===== src/rtl/raman_acq_pkg.sv =====
// Shared types and constants for the Raman acquisition sequencer.
package raman_acq_pkg;

  localparam int POINT_W   = 11;
  localparam int MEASURE_W = 17;
  localparam int SAVE_W    = 4;

  localparam logic STOKES     = 1'b1;
  localparam logic ANTISTOKES = 1'b0;

  typedef enum logic [1:0] {
    S_IDLE,
    S_SHOT,
    S_SETTLE,
    S_SAVE
  } acq_state_t;

  // Counter width able to hold 0..n-1, never narrower than one bit.
  function automatic int unsigned width_for(input int unsigned n);
    return (n > 1) ? $clog2(n) : 1;
  endfunction

endpackage


===== src/rtl/raman_acq_sequencer_wrap_counter.sv =====
// Up-counter that returns to zero after TERMINAL; wrap flags the enabled terminal cycle.
module wrap_counter #(
  parameter int unsigned      WIDTH    = 8,
  parameter logic [WIDTH-1:0] TERMINAL = '1
) (
  input  logic             clk,
  input  logic             enable,
  input  logic             clear,
  output logic [WIDTH-1:0] count,
  output logic             wrap
);

  assign wrap = enable && (count == TERMINAL);

  always_ff @(posedge clk) begin
    if (clear) begin
      count <= '0;
    end else if (enable) begin
      count <= wrap ? '0 : count + WIDTH'(1);
    end
  end

endmodule


===== src/rtl/raman_acq_sequencer.sv =====
// Raman channel acquisition sequencer: laser shots, Stokes/anti-Stokes switching
// with optical settling, then a handshaked save phase.
//
// state    | meaning
// S_IDLE   | counters and switch held at 0, waiting for start
// S_SHOT   | shots running, cnt_point sweeps 0..POINTS+GUARD
// S_SETTLE | optical switch settling after anti-Stokes -> Stokes change
// S_SAVE   | save_req high, one cnt_save step per save_ack
module raman_acq_sequencer
  import raman_acq_pkg::*;
#(
  parameter int unsigned POINTS     = 1500,
  parameter int unsigned GUARD      = 50,
  parameter int unsigned MEASURES   = 65536,
  parameter int unsigned SETTLE     = 1000,
  parameter int unsigned SAVE_STEPS = 10
) (
  input  logic                 clk,
  input  logic                 rst,
  input  logic                 start,
  input  logic                 stop,
  input  logic                 save_ack,
  output logic [POINT_W-1:0]   cnt_point,
  output logic [MEASURE_W-1:0] cnt_measure,
  output logic [SAVE_W-1:0]    cnt_save,
  output logic                 laser_trig,
  output logic                 sample_en,
  output logic                 switch,
  output logic                 save_req,
  output logic                 busy,
  output logic                 done
);

  localparam int unsigned            SETTLE_W     = width_for(SETTLE);
  localparam logic [POINT_W-1:0]     POINT_TERM   = POINT_W'(POINTS + GUARD);
  localparam logic [POINT_W-1:0]     POINT_NUM    = POINT_W'(POINTS);
  localparam logic [MEASURE_W-1:0]   MEASURE_TERM = MEASURE_W'(MEASURES - 1);
  localparam logic [SETTLE_W-1:0]    SETTLE_TERM  = SETTLE_W'(SETTLE - 1);
  localparam logic [SAVE_W-1:0]      SAVE_LAST    = SAVE_W'(SAVE_STEPS - 1);

  acq_state_t state;

  logic                in_shot;
  logic                in_settle;
  logic                abort;
  logic                point_wrap;
  logic                measure_wrap;
  logic                settle_wrap;
  logic [POINT_W-1:0]  point_next;
  logic [SETTLE_W-1:0] settle_cnt_unused;

  assign in_shot   = (state == S_SHOT);
  assign in_settle = (state == S_SETTLE);
  assign abort     = stop && (in_shot || in_settle);

  wrap_counter #(
    .WIDTH    (POINT_W),
    .TERMINAL (POINT_TERM)
  ) u_point_cnt (
    .clk    (clk),
    .enable (in_shot),
    .clear  (rst || abort || !in_shot),
    .count  (cnt_point),
    .wrap   (point_wrap)
  );

  // Shot index only moves on the point wrap, so it is 0 again at the channel end.
  wrap_counter #(
    .WIDTH    (MEASURE_W),
    .TERMINAL (MEASURE_TERM)
  ) u_measure_cnt (
    .clk    (clk),
    .enable (point_wrap),
    .clear  (rst || abort || (state == S_IDLE)),
    .count  (cnt_measure),
    .wrap   (measure_wrap)
  );

  wrap_counter #(
    .WIDTH    (SETTLE_W),
    .TERMINAL (SETTLE_TERM)
  ) u_settle_cnt (
    .clk    (clk),
    .enable (in_settle),
    .clear  (rst || abort || !in_settle),
    .count  (settle_cnt_unused),
    .wrap   (settle_wrap)
  );

  // Point value the counter will hold next cycle; drives the registered strobes.
  assign point_next = point_wrap ? '0 : cnt_point + POINT_W'(1);

  always_ff @(posedge clk) begin
    if (rst) begin
      state      <= S_IDLE;
      cnt_save   <= '0;
      laser_trig <= 1'b0;
      sample_en  <= 1'b0;
      switch     <= ANTISTOKES;
      save_req   <= 1'b0;
      busy       <= 1'b0;
      done       <= 1'b0;
    end else begin
      done       <= 1'b0;
      laser_trig <= 1'b0;
      sample_en  <= 1'b0;
      case (state)
        S_IDLE: begin
          if (start && !stop) begin
            state      <= S_SHOT;
            busy       <= 1'b1;
            laser_trig <= 1'b1;
            sample_en  <= (POINT_NUM != '0);
          end
        end
        S_SHOT: begin
          if (stop) begin
            state  <= S_IDLE;
            busy   <= 1'b0;
            switch <= ANTISTOKES;
          end else if (measure_wrap) begin
            if (switch == ANTISTOKES) begin
              switch <= STOKES;
              state  <= S_SETTLE;
            end else begin
              state    <= S_SAVE;
              save_req <= 1'b1;
            end
          end else begin
            laser_trig <= point_wrap;
            sample_en  <= (point_next < POINT_NUM);
          end
        end
        S_SETTLE: begin
          if (stop) begin
            state  <= S_IDLE;
            busy   <= 1'b0;
            switch <= ANTISTOKES;
          end else if (settle_wrap) begin
            state      <= S_SHOT;
            laser_trig <= 1'b1;
            sample_en  <= (POINT_NUM != '0);
          end
        end
        S_SAVE: begin
          if (save_ack) begin
            if (cnt_save == SAVE_LAST) begin
              cnt_save <= '0;
              save_req <= 1'b0;
              switch   <= ANTISTOKES;
              done     <= 1'b1;
              busy     <= 1'b0;
              state    <= S_IDLE;
            end else begin
              cnt_save <= cnt_save + SAVE_W'(1);
            end
          end
        end
        default: begin
          state <= S_IDLE;
          busy  <= 1'b0;
        end
      endcase
    end
  end

endmodule

===== config.mk =====
export PLATFORM = sky130hd
export DESIGN_NAME = raman_acq_sequencer
export DESIGN_NICKNAME = d
export VERILOG_FILES = /design/src/rtl/raman_acq_pkg.sv /design/src/rtl/raman_acq_sequencer_wrap_counter.sv /design/src/rtl/raman_acq_sequencer.sv
export SDC_FILE = /design/constraint.sdc
export NUM_CORES = 1
export LEC_CHECK = 0
export CAP_MARGIN = 15
export CORE_MARGIN = 2
export CORE_UTILIZATION = 53
export CTS_CLUSTER_DIAMETER = 60
export DETAILED_ROUTE_END_ITERATION = 16
export PLACE_DENSITY = 0.8
export RECOVER_POWER = 100
export SYNTH_ARGS = -nofsm -noshare
export SYNTH_HDL_FRONTEND = slang
export SYNTH_HIERARCHICAL = 1
export SYNTH_SLANG_ARGS = --single-unit

===== constraint.sdc =====
create_clock -name clk -period 3.2 [get_ports clk]
set_input_delay 0.64 -clock clk [delete_from_list [all_inputs] [get_ports clk]]
set_output_delay 0.64 -clock clk [all_outputs]
set_load 0.05 [all_outputs]

* Yosys cells after proc, flatten, opt, wreduce, memory -nomap -nowiden *
Index checks and enable logic that the tools add are counted.

word-level totals
  register bits = 50
  bits in latches = 0
  RAM bits = 0
  bits in read-only memories = 0
  input bits = 5
  output and inout bits = 38
  word-level logic and storage cells = 93
  memories = 0

operators by class
  add/subtract/negate cells = 4
  $mul = 0
  div/mod/pow operators = 0
  order comparisons = 1
  equal/unequal tests = 17
  shifts and indexed selects = 0
  muxes and demuxes = 35
  bitwise logic cells = 2
  reductions and logical operators = 23

operators by type and width
  cell                     count
  $mux W1                  18
  $add A17 B1 Y17 const B  1
  $eq A17 B16 Y1 const B   1
  $mux W17                 1
  $mux W2                  7
  $pmux W1 S3              4
  $add A11 B1 Y11 const B  1
  $eq A11 B11 Y1 const B   1
  $lt A11 B11 Y1 const B   1
  $mux W11                 1
  $add A10 B1 Y10 const B  1
  $eq A10 B10 Y1 const B   1
  $mux W10                 1
  $ne A2 B2 Y1 const B     5
  $reduce_and A5 Y1        2
  $pmux W2 S4              1
  $ne A2 B1 Y1 const B     3
  $ne A3 B2 Y1 const B     2
  $reduce_and A6 Y1        1
  $logic_and A1 B1 Y1      5
  $logic_or A1 B1 Y1       5
  $add A4 B1 Y4 const B    1
  $eq A2 B2 Y1 const B     2
  $eq A4 B4 Y1 const B     1
  12 further kinds         15

* Logic depth before layout (Yosys ltp) *
  depth in word-level cells = 7
  depth in mapped cells = 10
  depth with buffers taken out = 9

* By module *
Netlist, hierarchy kept.

by module, submodules not included
  module                        times used  cells each  area each (µm²)  seq. area each (µm²)
  wrap_counter (u_measure_cnt)  1           92          799.5            340.3
  raman_acq_sequencer           1           91          740.7            240.2
  wrap_counter (u_point_cnt)    1           58          528.0            220.2
  wrap_counter (u_settle_cnt)   1           54          515.5            200.2

* Least setup slack after synthesis *
Ideal clock, no wire load.

  kind = reg-to-reg
  start = register u_measure_cnt.count[8]
  end = register switch
  library setup time = 71 ps
  arrival = 2676 ps
  slack = 454 ps
  stages on the path, launching flop included = 10
  buffers on the path = 0
  clock period less this slack = 2746 ps
  cell sequence = dfxtp_1 > and4_1 > nand4_1 > nor4_1 > ha_1 > and2_1 > nor3b_4 > a211o_1 > or4_1 > a21oi_1

on the way
  cells in the longest elaborated chain, start to end = 4

ends and longest elaborated chain
  what                                RTL line                                text
  start: declaration                  raman_acq_sequencer_wrap_counter.sv:9   output logic [WIDTH-1:0] count,
  start signal: assignment            raman_acq_sequencer_wrap_counter.sv:19  count <= wrap ? '0 : count + WIDTH'(1);
  $eq A17 B16 Y1                      raman_acq_sequencer_wrap_counter.sv:13  assign wrap = enable && (count == TERMINAL);
  $logic_and A1 B1 Y1                 raman_acq_sequencer_wrap_counter.sv:13
  named net measure_wrap              raman_acq_sequencer.sv:47               logic measure_wrap;
  $ne A3 B2 Y1 (no source line)       --
  $reduce_and A5 Y1 (no source line)  --
  end signal: assignment              raman_acq_sequencer.sv:99               switch <= ANTISTOKES;
  end signal: assignment              raman_acq_sequencer.sv:120              switch <= ANTISTOKES;
  end signal: assignment              raman_acq_sequencer.sv:123              switch <= STOKES;
  end: declaration                    raman_acq_sequencer.sv:28               output logic switch,

The timed path passes the listed nets, and every way through them passes these cells.
A chain may end at the register's enable or synchronous reset.

* Worst setup path in the final report *
Ends and elaborated chain as after synthesis.

==> impl_metrics.tcl <==
set metrics [dict create \
    status "finished, final reports clean" \
    reg2reg_depth 9 \
    clk_latency_ns 0.30 \
    die_area_um2 5450 \
    numClockSinks 50 \
    finalSetupViolCount 0 \
    antenna_found_initial 0 \
    path_max_fanout 8 \
    grt_overflow 0 \
    worst_pin_slew_ns 0.872 \
    critPathKind "reg -> reg" \
    dpl_cell_area_um2 3060 \
    synth-seq-cells 50 \
    crit_slowest_cell "dfxtp_1" \
    postCtsHoldBufs 0 \
    p_int_mw 1.03 \
    gr-usage-all-layers_pct 21.9 \
    leakage_nw 1.14 \
    portBuffers 42 \
    final-max-slew-violation-count 0 \
    p_sw_share_pct 24.1 \
    drive_above_1_share_pct 6.18 \
    ant_nets 0 \
    startpoint_type "flip-flop" \
    r2r_setup_slack_ns 0.46 \
    p_clk_share_pct 39.6 \
    slew_headroom_pct 41.1 \
    slowest_delay_ns 0.44 \
    post_cts_buffers 0 \
    htreeDepth 2 \
    grt_max_degree 16 \
    hold_path_class "reg -> reg" \
    vias_per_cell 5.68 \
    fin_area_um2 3160 \
    synth-edff-count 0 \
    grt_pass1_wl_um 9400 \
    ys_warn_count 6 \
    r2r-start "u_measure_cnt/count[8]$_SDFFE_PP0P_" \
    ys_types 55 \
    dieWidth_um 73.8 \
    hpwl_um 4090 \
    async_reset_ff_share_pct 0 \
    skew_ns 0.00846 \
    p_sw_mw 0.326 \
    worstSetupEndpointType "flip-flop" \
    cts_max_path_buffers 2 \
    drc 0 \
    die_h_um 73.8 \
    routed_wl_um 5600 \
    cp.arrival_ns 2.98 \
    path_cells "and4_1 > nand4_1 > nor4_1 > ha_1 > and2_0 > nor3b_1 > a211o_1 > or4_1 > a21oi_1" \
    finalCriticalPeriod_ns 2.74 \
    grt_pass1_vias 2142 \
    powerDensity_nw_per_um2 429 \
    crit_path_end "switch$_SDFFE_PP0P_" \
    ctsRootBufferMaster "clkbuf_8" \
    drt_iter0_markers 115 \
    fmax_mhz 366 \
    ioPinCount 43 \
    hold_viol 0 \
    clk_pin_slew_ns 0.09 \
    start_util_pct 54.7 \
    worstReg2RegEnd "switch$_SDFFE_PP0P_" \
    num_rows 25 \
    fin_setup_tns_ns 0 \
    pwr-share-comb_pct 12.7 \
    p_seq_share_pct 47.6 \
    dr.pass1.iters 4 \
    area_growth_pct 22.2 \
    place_congestion 0.813 \
    rsz0062_at_grt "false" \
    synthFlopType "dfxtp_1" \
    syn-mean-instance-area_um2 8.76 \
    syn-cell-area_um2 2580 \
    postSynthCellCount 295 \
    cp_data_required_time_ns 3.44 \
    cts_inserted_buffers 5 \
    finalPower_mw 1.35 \
    yosysSeqAreaShare_pct 38.7 \
    final_nets 353 \
    period_share_pct 85.5 \
    synth_fp_nets 309 \
    tritoncts "done" \
    core_area_um2 4720 \
    detail_route.wl_per_cell_um 13.8 \
    crit_start "u_measure_cnt/count[8]$_SDFFE_PP0P_" \
    num_vias 2313 \
    cap_violations 0 \
    cts_resized 0 \
    diodes 0 \
    vdd_drop_max_mv 0.316 \
]
## final cells by class
cell class | count | area [um^2]
Fill cell | 384 | 1570
Multi-Input combinational cell | 227 | 1450
Sequential cell | 50 | 1000
Timing Repair Buffer | 46 | 450
Tap cell | 67 | 83.8
Clock buffer | 6 | 82.6
Clock inverter | 2 | 60.1
Inverter | 9 | 33.8
## Yosys cell counts (all sizes together), types with 3 or more instances
cell type | count | area [um^2]
nor2b | 3 | 18.8
nand2 | 19 | 71.3
nor3b | 4 | 41.3
nand3 | 15 | 80.1
inv | 9 | 33.8
dfxtp | 50 | 1000
nand4 | 14 | 109
a21oi | 22 | 110
buf | 6 | 48.8
xnor2 | 11 | 96.3
and4 | 4 | 35.0
clkbuf | 3 | 11.3
nand3b | 4 | 30.0
xor2 | 15 | 131
nor4 | 7 | 50.1
or3 | 7 | 55.1
o31ai | 4 | 35.0
or4 | 5 | 37.5
nor2 | 35 | 131
ha | 9 | 113
nand2b | 9 | 58.8
nor3 | 8 | 40.0
o21ai | 9 | 45.0
## stage by stage
step | worst slack (ns) | hold WS, ns | instances | util (%)
6_report | 0.464 | 0.503 | 407 | 66.8
5_1_grt | 0.253 | 0.544 | 407 | 66.8
4_1_cts | 0.531 | 0.501 | 407 | 67.8
3_5_place_dp | 0.539 | 0.487 | 399 | 64.7
3_3_place_gp | 0.694 | 0.472 | 399 | 64.7
2_1_floorplan | 0.454 | 0.461 | 295 | -
## routing by layer
metal | up-vias | wire [um] | global-route usage (%)
li1 | 1161 | - | -
met1 | 1100 | 2540 | 27.0
met2 | 41 | 2770 | 36.6
met3 | 11 | 177 | 5.08
met4 | 0 | 116 | 9.09
met5 | - | 0 | 0
## worst max-delay path: cells and delay by family, from the launching register on
family                   cells  cell delay, ns
flip-flops                   1            0.44
AND/OR/NAND/NOR              6            1.51
AO/OA/AOI/OAI                2            0.45
adder cells (fa/ha/maj)      1            0.27
## power groups by stage
stage / Clock [mW] / Sequential (mW) / Combinational (mW)
6_report: 0.537 / 0.645 / 0.173
5_1_grt: 0.580 / 0.646 / 0.190
4_1_cts: 0.550 / 0.645 / 0.179
3_5_place_dp: 0 / 0.659 / 0.180
3_3_place_gp: 0 / 0.659 / 0.178
2_1_floorplan: 0 / 0.682 / 0.114
## worst min path at each step
stage / from / end / slack [ns] / cells after the start
2_1_floorplan: u_settle_cnt/count[8]$_SDFFE_PP0P_ / u_settle_cnt/count[8]$_SDFFE_PP0P_ / 0.46 / 2
3_3_place_gp: u_settle_cnt/count[8]$_SDFFE_PP0P_ / u_settle_cnt/count[8]$_SDFFE_PP0P_ / 0.47 / 2
3_5_place_dp: u_settle_cnt/count[8]$_SDFFE_PP0P_ / u_settle_cnt/count[8]$_SDFFE_PP0P_ / 0.49 / 2
4_1_cts: u_settle_cnt/count[8]$_SDFFE_PP0P_ / u_settle_cnt/count[8]$_SDFFE_PP0P_ / 0.50 / 2
5_1_grt: u_settle_cnt/count[8]$_SDFFE_PP0P_ / u_settle_cnt/count[8]$_SDFFE_PP0P_ / 0.54 / 2
6_report: u_settle_cnt/count[8]$_SDFFE_PP0P_ / u_settle_cnt/count[8]$_SDFFE_PP0P_ / 0.50 / 2
## placed cells by master (no fill, tap or decap), types with 3 or more instances in the layout
master	instances
dfxtp_1	50
dlygate4sd3_1	40
nor2_1	35
a21oi_1	22
nand2_1	19
xor2_1	15
nand3_1	14
nand4_1	12
xnor2_1	11
nand2b_1	9
o21ai_0	9
ha_1	9
inv_1	8
nor3_1	8
nor4_1	7
clkbuf_8	6
or4_1	5
nor3b_1	4
o31ai_1	4
buf_4	4
and4_1	4
nand3b_1	4
or3_1	4
nor2b_1	3
## cells by family (layout without fill, tap and decap cells)
kind of cell,Yosys count,after routing,share of synthesized area (%)
AND/OR/NAND/NOR,141,141,31.3
AO/OA/AOI/OAI,50,50,12.8
flip-flops,50,50,38.7
XOR/XNOR,26,26,8.81
buffers and inverters,18,63,3.63
adder cells (fa/ha/maj),9,9,4.36
multiplexers,1,1,0.387
## sequential cells by signal, indices dropped and copies added, names as in the netlist
signal,cells
save_req,1
sample_en,1
state,2
laser_trig,1
u_point_cnt/count,11
u_measure_cnt/count,17
switch,1
cnt_save,4
busy,1
done,1
u_settle_cnt/count,10
Power figures use the tool's default switching activity.
